===== src/rtl/display_pkg.sv =====
// Shared 640x480@60 display geometry, timing constants, colour type and scan region encoding.
// Constants only; no latency or flow control of its own.
package display_pkg;

  localparam int FB_WIDTH  = 640;
  localparam int FB_HEIGHT = 480;
  localparam int FB_ADDR_W = 19;

  localparam int H_ACTIVE = 640;
  localparam int H_FP     = 16;
  localparam int H_SYNC   = 96;
  localparam int H_BP     = 48;
  localparam int V_ACTIVE = 480;
  localparam int V_FP     = 10;
  localparam int V_SYNC   = 2;
  localparam int V_BP     = 33;

  localparam int CNT_W = 10;

  typedef logic [11:0] rgb_t;

  localparam rgb_t FG_RGB = 12'hFFF;
  localparam rgb_t BG_RGB = 12'h000;

  typedef enum logic [1:0] {R_ACT, R_FP, R_SYNC, R_BP} region_e;

endpackage


===== src/rtl/vga_timing_gen.sv =====
// Raster counters and region FSMs producing raw syncs, active and frame markers.
// Zero-latency decode from registered state; everything advances only on pix_en.
module vga_timing_gen
  import display_pkg::*;
#(
  parameter int HACT  = H_ACTIVE,
  parameter int HFP   = H_FP,
  parameter int HSYNC = H_SYNC,
  parameter int HBP   = H_BP,
  parameter int VACT  = V_ACTIVE,
  parameter int VFP   = V_FP,
  parameter int VSYNC = V_SYNC,
  parameter int VBP   = V_BP
) (
  input  logic clk,
  input  logic rst,
  input  logic pix_en,
  output logic active,
  output logic hsync_raw,
  output logic vsync_raw,
  output logic frame_end,
  output logic last_active,
  output logic frame_start
);

  localparam int HT = HACT + HFP + HSYNC + HBP;
  localparam int VT = VACT + VFP + VSYNC + VBP;

  localparam logic [CNT_W-1:0] H_ACT_END  = CNT_W'(HACT - 1);
  localparam logic [CNT_W-1:0] H_FP_END   = CNT_W'(HACT + HFP - 1);
  localparam logic [CNT_W-1:0] H_SYNC_END = CNT_W'(HACT + HFP + HSYNC - 1);
  localparam logic [CNT_W-1:0] H_END      = CNT_W'(HT - 1);
  localparam logic [CNT_W-1:0] V_ACT_END  = CNT_W'(VACT - 1);
  localparam logic [CNT_W-1:0] V_FP_END   = CNT_W'(VACT + VFP - 1);
  localparam logic [CNT_W-1:0] V_SYNC_END = CNT_W'(VACT + VFP + VSYNC - 1);
  localparam logic [CNT_W-1:0] V_END      = CNT_W'(VT - 1);

  logic [CNT_W-1:0] h_cnt;
  logic [CNT_W-1:0] v_cnt;
  logic             h_end;
  region_e          h_state, h_next;
  region_e          v_state, v_next;

  assign h_end = (h_cnt == H_END);

  always_ff @(posedge clk) begin
    if (rst) begin
      h_cnt       <= '0;
      v_cnt       <= '0;
      h_state     <= R_ACT;
      v_state     <= R_ACT;
      frame_start <= 1'b0;
    end else begin
      h_state     <= h_next;
      v_state     <= v_next;
      frame_start <= pix_en && frame_end;
      if (pix_en) begin
        if (h_end) begin
          h_cnt <= '0;
          v_cnt <= (v_cnt == V_END) ? '0 : v_cnt + CNT_W'(1);
        end else begin
          h_cnt <= h_cnt + CNT_W'(1);
        end
      end
    end
  end

  // Region states move on the same pix_en that carries the counter past a boundary.
  always_comb begin
    h_next = h_state;
    if (pix_en) begin
      case (h_state)
        R_ACT:   if (h_cnt == H_ACT_END)  h_next = R_FP;
        R_FP:    if (h_cnt == H_FP_END)   h_next = R_SYNC;
        R_SYNC:  if (h_cnt == H_SYNC_END) h_next = R_BP;
        R_BP:    if (h_end)               h_next = R_ACT;
        default:                          h_next = R_ACT;
      endcase
    end
  end

  always_comb begin
    v_next = v_state;
    if (pix_en && h_end) begin
      case (v_state)
        R_ACT:   if (v_cnt == V_ACT_END)  v_next = R_FP;
        R_FP:    if (v_cnt == V_FP_END)   v_next = R_SYNC;
        R_SYNC:  if (v_cnt == V_SYNC_END) v_next = R_BP;
        R_BP:    if (v_cnt == V_END)      v_next = R_ACT;
        default:                          v_next = R_ACT;
      endcase
    end
  end

  always_comb begin
    active      = (h_state == R_ACT) && (v_state == R_ACT);
    hsync_raw   = (h_state != R_SYNC);
    vsync_raw   = (v_state != R_SYNC);
    frame_end   = h_end && (v_cnt == V_END);
    last_active = active && (h_cnt == H_ACT_END) && (v_cnt == V_ACT_END);
  end

endmodule


===== src/rtl/framebuffer_scanout.sv =====
// Walks the 1-bit framebuffer in raster order and drives VGA colour and syncs from it.
// Pixel data and syncs emerge one pix_en after the address; no backpressure, pix_en gates all state.
module framebuffer_scanout
  import display_pkg::*;
#(
  parameter int HACT  = H_ACTIVE,
  parameter int HFP   = H_FP,
  parameter int HSYNC = H_SYNC,
  parameter int HBP   = H_BP,
  parameter int VACT  = V_ACTIVE,
  parameter int VFP   = V_FP,
  parameter int VSYNC = V_SYNC,
  parameter int VBP   = V_BP
) (
  input  logic                 clk,
  input  logic                 rst,
  input  logic                 pix_en,
  output logic [FB_ADDR_W-1:0] read_addr,
  input  logic                 read_data,
  output logic                 hsync,
  output logic                 vsync,
  output logic [3:0]           vga_r,
  output logic [3:0]           vga_g,
  output logic [3:0]           vga_b,
  output logic                 frame_start
);

  logic active;
  logic hsync_raw;
  logic vsync_raw;
  logic frame_end;
  logic last_active;
  rgb_t colour;

  vga_timing_gen #(
    .HACT  (HACT),
    .HFP   (HFP),
    .HSYNC (HSYNC),
    .HBP   (HBP),
    .VACT  (VACT),
    .VFP   (VFP),
    .VSYNC (VSYNC),
    .VBP   (VBP)
  ) u_timing (
    .clk         (clk),
    .rst         (rst),
    .pix_en      (pix_en),
    .active      (active),
    .hsync_raw   (hsync_raw),
    .vsync_raw   (vsync_raw),
    .frame_end   (frame_end),
    .last_active (last_active),
    .frame_start (frame_start)
  );

  // The address parks on the final pixel through vertical blanking so it never leaves the buffer.
  always_ff @(posedge clk) begin
    if (rst) begin
      read_addr <= '0;
      colour    <= '0;
      hsync     <= 1'b1;
      vsync     <= 1'b1;
    end else if (pix_en) begin
      if (frame_end) begin
        read_addr <= '0;
      end else if (active && !last_active) begin
        read_addr <= read_addr + FB_ADDR_W'(1);
      end
      colour <= active ? (read_data ? FG_RGB : BG_RGB) : '0;
      hsync  <= hsync_raw;
      vsync  <= vsync_raw;
    end
  end

  assign vga_r = colour[11:8];
  assign vga_g = colour[7:4];
  assign vga_b = colour[3:0];

endmodule


===== config.mk =====
export PLATFORM = sky130hd
export DESIGN_NAME = framebuffer_scanout
export DESIGN_NICKNAME = d
export VERILOG_FILES = /design/src/rtl/display_pkg.sv /design/src/rtl/vga_timing_gen.sv /design/src/rtl/framebuffer_scanout.sv
export SDC_FILE = /design/constraint.sdc
export NUM_CORES = 1
export LEC_CHECK = 0
export BUFFER_PORTS_ARGS = -buffer_cell sky130_fd_sc_hd__buf_2
export CAP_MARGIN = 10
export CORE_ASPECT_RATIO = 0.8
export CORE_MARGIN = 2
export CORE_UTILIZATION = 52
export CTS_CLUSTER_SIZE = 30
export DETAILED_ROUTE_END_ITERATION = 10
export PLACE_DENSITY = 0.76
export SETUP_SLACK_MARGIN = 0.15
export SYNTH_ARGS = -nofsm -noshare
export SYNTH_HDL_FRONTEND = slang
export SYNTH_SLANG_ARGS = --single-unit

===== constraint.sdc =====
create_clock -name clk -period 2.1 [get_ports clk]
set_clock_uncertainty 0.2 [all_clocks]
set_input_delay 0.21 -clock clk [delete_from_list [all_inputs] [get_ports clk]]
set_output_delay 0.21 -clock clk [all_outputs]
set_load 0.02 [all_outputs]

# --- Yosys cells after proc, flatten, opt, wreduce, memory -nomap -nowiden ---
# Cells that the tools add are included.
totals:
  in_bits: 4
  register_bits: 58
  output_inout_bits: 34
  word_cells: 67
op_classes:
  add_sub_neg: 3
  n_mux: 16
  reduce_logical: 15
  n_eq_ne: 24
op_table:
  columns: ["operator", "count"]
  rows:
  - ["== test 10 bit (second input constant)", 5]
  - ["2-to-1 mux 19 bit", 2]
  - ["== test 10 x 9 -> 1 bit (second input constant)", 3]
  - ["2-to-1 mux 12 bit", 2]
  - ["adder 10 x 1 -> 10 bit (second input constant)", 2]
  - ["2-to-1 mux 10 bit", 2]
  - ["adder 19 x 1 -> 19 bit (second input constant)", 1]
  - ["2-to-1 mux 2 bit", 8]
  - ["!= test 2 x 1 -> 1 bit (second input constant)", 8]
  - ["case mux 2 bit (4 select lines)", 2]
  - ["AND reduction 5 bit", 2]
  - ["== test 2 bit (second input constant)", 4]
  - ["logical AND 1 bit", 7]
  - ["== test 2 x 1 -> 1 bit (second input constant)", 2]
  - ["zero test 2 bit", 2]
  - ["!= test 2 bit (second input constant)", 2]
  - ["AND reduction 2 bit", 2]
  - ["nonzero test 2 bit", 1]
  - ["zero test 1 bit", 1]

# --- Longest topological paths before layout ---
# Gate-level depths: netlist (run 1).
logic_depth:
  word_depth: 8
  ltp_mapped: 8
  ltp_nobuf: 7

# --- Modules after synthesis ---
# Synthesis (run 1) repeated with hierarchy kept, for this count alone.
hier_totals:
  hier_cells: 298
  area_unflattened_um2: 2581.2
modules_own_cells:
  columns: ["mod", "instances", "area_each_um2", "cells_per_inst", "seq_area_each_um2"]
  rows:
  - ["vga_timing_gen", 1, 1425.1, 168, 500.5]
  - ["framebuffer_scanout", 1, 1156.1, 130, 440.4]

# --- Worst setup path after synthesis (run 1) ---
# OpenSTA, ideal clock, no wires.
synth_timing:
  kind: "register to register"
  startpoint: "reg u_timing.h_cnt[0]"
  endpoint: "reg read_addr[17]"
  path_stages_with_launch: 7
  arrival_time_ns: 1.796
  t_required_ns: 1.773
  setup_slack_ns: -0.023
  period_less_slack_ns: 2.123
  cell_sequence: "dfxtp_1 -> ha_1 -> nand3_2 -> nor4_1 -> a21oi_1 -> and3_1 -> or3_1"
synth_between:
  elab_chain_len: 7
  word_cells_on_any_way: 10
synth_rtl:
  columns: ["item", "line_no", "text"]
  rows:
  - ["start: declaration", "vga_timing_gen.sv:38", "logic [CNT_W-1:0] h_cnt;"]
  - ["start signal: assignment", "vga_timing_gen.sv:62", "h_cnt <= h_cnt + CNT_W'(1);"]
  - ["== test 10 bit", "vga_timing_gen.sv:100", "last_active = active && (h_cnt == H_ACT_END) && (v_cnt == V_ACT_END);"]
  - ["logical AND 1 bit (2 in series)", "vga_timing_gen.sv:100", null]
  - ["zero test 1 bit", "framebuffer_scanout.sv:66", "end else if (active && !last_active) begin"]
  - ["logical AND 1 bit", "framebuffer_scanout.sv:66", null]
  - ["nonzero test 2 bit (no source line)", null, null]
  - ["AND reduction 2 bit (no source line)", null, null]
  - ["end signal: assignment", "framebuffer_scanout.sv:67", "read_addr <= read_addr + FB_ADDR_W'(1);"]
  - ["end: declaration", "framebuffer_scanout.sv:18", "output logic [FB_ADDR_W-1:0] read_addr,"]
# Several ways; a longest one is shown, not always the timed one.
# A chain may end at the register's enable or synchronous reset.

# --- Worst setup path in the final report (run 1) ---
layout_timing:
  startpoint: "reg u_timing.v_cnt[1]"
  endpoint: "reg read_addr[8]"
layout_between:
  elab_chain_len: 6
  word_cells_on_any_way: 9
layout_rtl:
  columns: ["item", "line_no", "text"]
  rows:
  - ["start: declaration", "vga_timing_gen.sv:39", "logic [CNT_W-1:0] v_cnt;"]
  - ["start signal: assignment", "vga_timing_gen.sv:60", "v_cnt <= (v_cnt == V_END) ? '0 : v_cnt + CNT_W'(1);"]
  - ["== test 10 x 9 -> 1 bit", "vga_timing_gen.sv:100", null]
  - ["logical AND 1 bit", "vga_timing_gen.sv:100", null]
  - ["zero test 1 bit", "framebuffer_scanout.sv:66", null]
  - ["logical AND 1 bit", "framebuffer_scanout.sv:66", null]
  - ["nonzero test 2 bit (no source line)", null, null]
  - ["AND reduction 2 bit (no source line)", null, null]
# Several ways; a longest one is shown, not always the timed one.

==> flow_summary.rst, run 1 <==
.. list-table::
   :header-rows: 1

   * - Metric
     - Value
   * - Cell type with the largest total area after synthesis
     - sky130_fd_sc_hd__dfxtp_1
   * - Number of flops mapped to enable cells by yosys
     - 0
   * - Overall die area
     - 5820 µm²
   * - Overall power of the completed layout
     - 0.00168 W
   * - Crit start category
     - flop
   * - Total non-filler cell area in the finished layout
     - 3620 µm²
   * - # diodes
     - 0
   * - Clock buffer count from CTS
     - 5
   * - Async SR Flop Fraction
     - 0
   * - Last weighted congestion value of the routability-driven placer
     - 0.865
   * - CTS tree
     - yes
   * - Arrival time worst endpoint
     - 2.14 ns
   * - Share of the cycle needed by the critical path after routing
     - 0.996
   * - Kind of critical path
     - flop to flop
   * - Final Hold Vio Count
     - 0
   * - Count of cells along the worst register-to-register path
     - 8
   * - Source-to-sink clock delay at the later pin of the worst-skew pair
     - 0.30 ns
   * - Flop and latch count out of synthesis
     - 47
   * - Die height
     - 68.6 µm
   * - Placement-stage cell area
     - 3160 µm²
   * - Fraction of final layout cells with drive strength greater than 1
     - 0.355
   * - Power Density
     - 464 nW/µm²
   * - Clk root buf
     - sky130_fd_sc_hd__clkbuf_8
   * - Summed instance area of the synthesized netlist
     - 2720 µm²
   * - Number of warning messages in the yosys log
     - 0
   * - Worst setup EP type
     - flop
   * - Largest net degree at the start of global routing
     - 23
   * - Crit path max-delay cell type
     - sky130_fd_sc_hd__and4bb_4
   * - Worst min path class
     - input port to flop
   * - Leakage power
     - 1.56 nW
   * - Largest fanout on the critical path
     - 7
   * - H-Tree Level Count
     - 2
   * - Worst-Margin Slew
     - 0.393 ns
   * - Chain of cells forming the critical path
     - inv_2 > ha_4 > nand4b_1 > and4bb_4 > nand3_4 > buf_12 > a2111o_1 > a21oi_2
   * - Detailed Route Iter0 Violations
     - 210
   * - Final critical path time including I/O delays and setup
     - 2.09 ns
   * - Launch point of the worst reg-to-reg path
     - u_timing.v_cnt[1]$_SDFFE_PP0P_
   * - Post-route antenna net violation count
     - 0
   * - Number of slew-limit violations in the final report
     - 0
   * - Post-Layout Cell Count
     - 453
   * - Worst path buffer plus inverter count
     - 2
   * - Global-route congestion overflow total
     - 0
   * - Final Routed Wirelength
     - 7.69 mm
   * - Layout overhead on the synthesized area
     - 33.3%
   * - Total global-route track usage
     - 0.223
   * - Destination of the worst register-to-register timing path
     - read_addr[8]$_SDFFE_PP0P_
   * - Synth area leaders
     - sky130_fd_sc_hd__dfxtp_1, sky130_fd_sc_hd__ha_1, sky130_fd_sc_hd__xor2_1
   * - Layout Nets
     - 407
   * - Mapped Cells
     - 319
   * - Reg2reg setup slack
     - 0.008 ns
   * - Post-route DRC
     - 0
   * - Sink count of the clock tree
     - 47
   * - Initial core utilization
     - 0.539
   * - Seq/Total Area, Yosys
     - 0.346
   * - Cell family with the largest share of critical-path delay
     - simple AND/OR/NAND/NOR gates
   * - Number of global-route vias before repair
     - 2211
   * - Number of top-level pins
     - 38
   * - Number of distinct library cells after synthesis
     - 49
   * - Most used cells in the layout excluding fill and tap cells
     - sky130_fd_sc_hd__buf_4, sky130_fd_sc_hd__dfxtp_1, sky130_fd_sc_hd__buf_2
   * - MaxCap Viol Count
     - 0
   * - Routed metal-1 wirelength
     - 3.38 mm
   * - # fillers
     - 366
   * - Share of the synthesized area in the top cell type
     - 0.346
   * - Most common library cell in the layout ignoring fill and taps
     - sky130_fd_sc_hd__buf_4
   * - Placement row count
     - 23
   * - Prevailing post-synth register cell
     - sky130_fd_sc_hd__dfxtp_1
   * - First-pass GRT wire length
     - 10.4 mm
   * - Number of placed cells counting well taps
     - 425
   * - X dimension of the die
     - 84.8 µm
   * - Clk pin slew, worst setup/hold paths
     - 0.09 ns
   * - Outcome
     - completed
   * - Number of iterations in the first detailed-routing pass
     - 4
   * - Core Region
     - 5040 µm²
   * - Tightest slew margin relative to the limit
     - 0.738
   * - Synth Area per Inst
     - 8.52 µm²
   * - Hold worst-path end
     - vsync$_SDFFE_PP1P_
   * - IR drop worst, VDD
     - 0.447 mV
   * - Hold Crit Depth
     - 3
   * - Max frequency
     - 478 MHz
   * - Number of setup violations in the final report
     - 0
   * - Routed wirelength normalized by instance count
     - 17.0 µm
   * - Source of the worst hold timing path
     - pix_en
   * - Average via count per standard cell
     - 6.07
   * - Routed wire length on met3
     - 611 µm
   * - Net count of the mapped netlist
     - 336
   * - Detailed placement HPWL
     - 4.68 mm
   * - Required time reported for the critical path endpoint
     - 2.15 ns
   * - Top Metal Used
     - met4
   * - RSZ-0062 raised after global routing
     - true
   * - Number of port buffers
     - 37
   * - Initial antenna violation count
     - 0
   * - Maximum clock insertion buffer count
     - 2
   * - Met2 wire length
     - 3.61 mm
   * - Critical path's largest stage delay
     - 0.41 ns
   * - Hold WS
     - 0.0888 ns
   * - Vias
     - 2749
-- worst max path at each step --
stage	cells after the start	slack [ns]	start	endpoint
global route	8	-0.07	u_timing.v_cnt[1]$_SDFFE_PP0P_	read_addr[8]$_SDFFE_PP0P_
finish	8	0.008	u_timing.v_cnt[1]$_SDFFE_PP0P_	read_addr[8]$_SDFFE_PP0P_
floorplan	5	0.11	read_addr[6]$_SDFFE_PP0P_	read_addr[17]$_SDFFE_PP0P_
CTS	8	0.03	u_timing.v_cnt[1]$_SDFFE_PP0P_	read_addr[8]$_SDFFE_PP0P_
detailed placement	8	0.02	u_timing.v_cnt[1]$_SDFFE_PP0P_	read_addr[8]$_SDFFE_PP0P_
global placement	7	0.04	u_timing.h_state[0]$_SDFFE_PP0P_	u_timing.h_state[1]$_SDFFE_PP0P_
-- report_power, final --
| part | total, W | switching, W | internal, W |
|---|---|---|---|
| clock network | 0.000607 | 0.000305 | 0.000301 |
| logic | 0.000163 | 0.0000962 | 0.0000666 |
| registers | 0.000909 | 0.0000104 | 0.000898 |
| total | 0.00168 | 0.000412 | 0.00127 |
-- registers in the layout (all words and copies together) (netlist names) --
signal and count:
read_addr 19, u_timing.h_cnt 10, u_timing.v_cnt 10, u_timing.h_state 2, u_timing.v_state 2, colour 1
hsync 1, u_timing.frame_start 1, vsync 1
-- Yosys cell counts (9+ instances only) --
library cell	count
sky130_fd_sc_hd__nand3_1	20
sky130_fd_sc_hd__dfxtp_1	47
sky130_fd_sc_hd__inv_1	12
sky130_fd_sc_hd__ha_1	13
sky130_fd_sc_hd__a2111o_1	9
sky130_fd_sc_hd__nand4_1	16
sky130_fd_sc_hd__nor2_1	30
sky130_fd_sc_hd__nand2_1	30
sky130_fd_sc_hd__buf_4	12
sky130_fd_sc_hd__xor2_1	13
sky130_fd_sc_hd__a21oi_1	10
-- stage by stage --
stage | util | setup WS [ns] | TNS, ns
floorplan | - | 0.107 | 0
global placement | 0.628 | 0.0449 | 0
detailed placement | 0.628 | 0.0171 | 0
CTS | 0.673 | 0.0315 | 0
global route | 0.719 | -0.0704 | -0.161
finish | 0.719 | 0.00796 | 0
-- cells by family (layout without fill, tap and decap cells) --
family,Yosys count,after routing,synth area share
fa+ha+maj,13,13,0.0599
flops,47,47,0.346
mux,6,6,0.0221
simple gates,147,147,0.300
xor+xnor,18,18,0.0580
compound gates,48,48,0.138
buf+inv,40,112,0.0751
-- metal layers --
layer,track usage,up-vias
li1,-,1294
met4,0.0556,0
met1,0.312,1323
met3,0.0464,10
met5,0,-
met2,0.354,122
-- worst register-to-register path, cell delays in order, from the launching register on --
cell and delay (ns):
sky130_fd_sc_hd__dfxtp_2 0.35, sky130_fd_sc_hd__inv_2 0.09, sky130_fd_sc_hd__ha_4 0.13, sky130_fd_sc_hd__nand4b_1 0.08
sky130_fd_sc_hd__and4bb_4 0.41, sky130_fd_sc_hd__nand3_4 0.13, sky130_fd_sc_hd__buf_12 0.17, sky130_fd_sc_hd__a2111o_1 0.38
sky130_fd_sc_hd__a21oi_2 0.11
-- final cells by class --
| class | count | area [µm²] | share of cell area |
|---|---|---|---|
| well taps | 62 | 77.6 | 0.0214 |
| multi-input cells | 232 | 1750 | 0.483 |
| inverters | 12 | 47.5 | 0.0131 |
| flip-flops and latches | 47 | 956 | 0.264 |
| clock buffers | 8 | 100 | 0.0277 |
| repair buffers | 92 | 691 | 0.191 |
-- repair_timing --
item	in CTS	in global routing
pin swaps	12	10
buffers inserted	5	10
hold endpoints to repair	1	0
resized for setup	21	26
hold buffers	1	0
setup endpoints to repair	25	40
gates cloned	2	2
No activity file was read; power rests on OpenSTA's default activity.
==> run 2: changes to the inputs <==
CORE_UTILIZATION = 40   (was 52)
PLACE_DENSITY = unset   (was 0.76)
==> flow_summary.rst, run 2 (synthesis results as in run 1) <==
.. list-table::
   :header-rows: 1

   * - Metric
     - Value
   * - Required time reported for the critical path endpoint
     - 2.15 ns (about the same)
   * - Sink count of the clock tree
     - 47 (unchanged)
   * - Largest fanout on the critical path
     - 6 (was 7)
   * - Number of global-route vias before repair
     - 2322 (was 2211)
   * - Worst setup EP type
     - flop (unchanged)
   * - Number of setup violations in the final report
     - 0 (unchanged)
   * - Worst-Margin Slew
     - 0.468 ns (was 0.393 ns)
   * - Final critical path time including I/O delays and setup
     - 2.07 ns (was 2.09 ns)
   * - CTS tree
     - yes (unchanged)
   * - Maximum clock insertion buffer count
     - 2 (unchanged)
   * - Most flops, register
     - read_addr (unchanged)
   * - Arrival time worst endpoint
     - 2.12 ns (was 2.14 ns)
   * - Clk pin slew, worst setup/hold paths
     - 0.09 ns (about the same)
   * - Initial antenna violation count
     - 0 (unchanged)
   * - MaxCap Viol Count
     - 0 (unchanged)
   * - Clock buffer count from CTS
     - 5 (unchanged)
   * - # diodes
     - 0 (unchanged)
   * - Detailed placement HPWL
     - 4.86 mm (was 4.68 mm)
   * - Source-to-sink clock delay at the later pin of the worst-skew pair
     - 0.30 ns (about the same)
   * - Most common library cell in the layout ignoring fill and taps
     - sky130_fd_sc_hd__buf_4 (unchanged)
   * - Last weighted congestion value of the routability-driven placer
     - 0.814 (was 0.865)
   * - Power Density
     - 455 nW/µm² (was 464 nW/µm²)
   * - RSZ-0062 raised after global routing
     - true (unchanged)
   * - Routed wirelength normalized by instance count
     - 15.7 µm (was 17.0 µm)
   * - Number of top-level pins
     - 38 (unchanged)
   * - Clk root buf
     - sky130_fd_sc_hd__clkbuf_8 (unchanged)
   * - Overall die area
     - 7470 µm² (was 5820 µm²)
   * - Average via count per standard cell
     - 5.64 (was 6.07)
   * - Kind of critical path
     - flop to flop (unchanged)
   * - Dpl ws
     - -0.000593 ns (was 0.0171 ns)
   * - Outcome
     - completed (unchanged)
   * - Post-route antenna net violation count
     - 0 (unchanged)
   * - Die height
     - 77.7 µm (was 68.6 µm)
   * - Total global-route track usage
     - 0.195 (was 0.223)
   * - Largest net degree at the start of global routing
     - 19 (was 23)
   * - Layout Nets
     - 398 (was 407)
   * - Global-route congestion overflow total
     - 0 (unchanged)
   * - Post-route DRC
     - 0 (unchanged)
   * - Placement row count
     - 26 (was 23)
   * - X dimension of the die
     - 96.1 µm (was 84.8 µm)
   * - Number of slew-limit violations in the final report
     - 0 (unchanged)
   * - Worst min path class
     - input port to flop (unchanged)
   * - Final Hold Vio Count
     - 0 (unchanged)
   * - Number of iterations in the first detailed-routing pass
     - 4 (unchanged)
   * - Tightest slew margin relative to the limit
     - 0.688 (was 0.738)
   * - Vias
     - 2622 (was 2749)
   * - IR drop worst, VDD
     - 0.248 mV (was 0.447 mV)
   * - Max frequency
     - 483 MHz (was 478 MHz)
   * - Crit start category
     - flop (unchanged)
   * - Final sum of negative setup slack
     - 0 ns (unchanged)
   * - Final Routed Wirelength
     - 7.28 mm (was 7.69 mm)
   * - Detailed Route Iter0 Violations
     - 153 (was 210)
   * - H-Tree Level Count
     - 2 (unchanged)
   * - Most used cells in the layout excluding fill and tap cells
     - sky130_fd_sc_hd__buf_4, sky130_fd_sc_hd__buf_2, sky130_fd_sc_hd__dfxtp_1 (was sky130_fd_sc_hd__buf_4, sky130_fd_sc_hd__dfxtp_1, sky130_fd_sc_hd__buf_2)
   * - First-pass GRT wire length
     - 11.5 mm (was 10.4 mm)
   * - Core Region
     - 6470 µm² (was 5040 µm²)
   * - Fraction of final layout cells with drive strength greater than 1
     - 0.360 (was 0.355)
   * - Initial core utilization
     - 0.420 (was 0.539)
   * - Fin worst setup slack
     - 0.0296 ns (was 0.00796 ns)
   * - Max reg flops
     - 19 (unchanged)
   * - Number of port buffers
     - 37 (unchanged)
   * - Registers with the most flip-flops
     - read_addr: 19 flops, u_timing.h_cnt: 10 flops, u_timing.v_cnt: 10 flops (unchanged)
   * - Layout overhead on the synthesized area
     - 30.8% (was 33.3%)
   * - Share of the cycle needed by the critical path after routing
     - 0.986 (was 0.996)
   * - Leakage power
     - 1.52 nW (was 1.56 nW)
-- run 2: through the flow --
step | utilization | std cells | total power, W | cell area (µm²) | hold slack, ns
6_report | 0.549 | 465 | 0.00162 | 3550 | 0.0825
5_1_grt | 0.549 | 465 | 0.00170 | 3550 | 0.0904
4_1_cts | 0.522 | 460 | 0.00164 | 3380 | 0.0651
3_5_place_dp | 0.486 | 444 | 0.00106 | 3140 | 0.271
3_3_place_gp | 0.486 | 444 | 0.00106 | 3140 | 0.259
2_1_floorplan | - | 319 | 0.00103 | 2780 | 0.181
-- run 2: worst paths after layout --
check | startpoint | to | slack [ns] | cells past startpoint
worst max-delay path | u_timing.v_cnt[1]$_SDFFE_PP0P_ | read_addr[8]$_SDFFE_PP0P_ | 0.03 | 8
worst min-delay path | pix_en | colour[10]$_SDFFE_PP0P_ | 0.08 | 3
worst max register to register | u_timing.v_cnt[1]$_SDFFE_PP0P_ | read_addr[8]$_SDFFE_PP0P_ | 0.03 | 8
worst min register to register | hsync$_SDFFE_PP1P_ | hsync$_SDFFE_PP1P_ | 0.29 | 2
-- run 2: worst max-delay path, stage by stage (launching register included) --
cell and delay (ns):
sky130_fd_sc_hd__dfxtp_4 0.38, sky130_fd_sc_hd__inv_4 0.07, sky130_fd_sc_hd__ha_4 0.13, sky130_fd_sc_hd__nand4b_1 0.08, sky130_fd_sc_hd__and4bb_4 0.42, sky130_fd_sc_hd__nand3_4 0.09, sky130_fd_sc_hd__buf_6 0.14, sky130_fd_sc_hd__a2111o_1 0.37
sky130_fd_sc_hd__a21oi_2 0.13
-- run 2: layout make-up --
cell class	count	area, µm²
Inverter	12	50.0
Timing Repair Buffer	82	544
Sequential cell	47	966
Fill cell	595	2920
Multi-Input combinational cell	233	1800
Tap cell	84	105
Clock inverter	1	5.00
Clock buffer	6	82.6
-- run 2: layer usage --
metal  vias up  global-route usage  wire length, µm
met5         -                   0                0
met4         0              0.0643               67
met3         7              0.0350              483
met2       101               0.263             3120
met1      1236               0.306             3610
li1       1278                   -                -
-- run 2: power breakdown --
group          switching, W  total (W)  internal (W)
combinational     0.0000898   0.000146     0.0000564
sequential       0.00000968   0.000907      0.000897
clock              0.000306   0.000565      0.000259
total              0.000405    0.00162       0.00121
-- run 2: timing repair --
action | in CTS | in global routing
hold buffers | 1 | 0
pin swaps | 11 | 18
gates cloned | 1 | 1
hold endpoints to repair | 1 | 0
resized for setup | 23 | 32
setup buffers | 7 | 4
setup endpoints to repair | 31 | 40
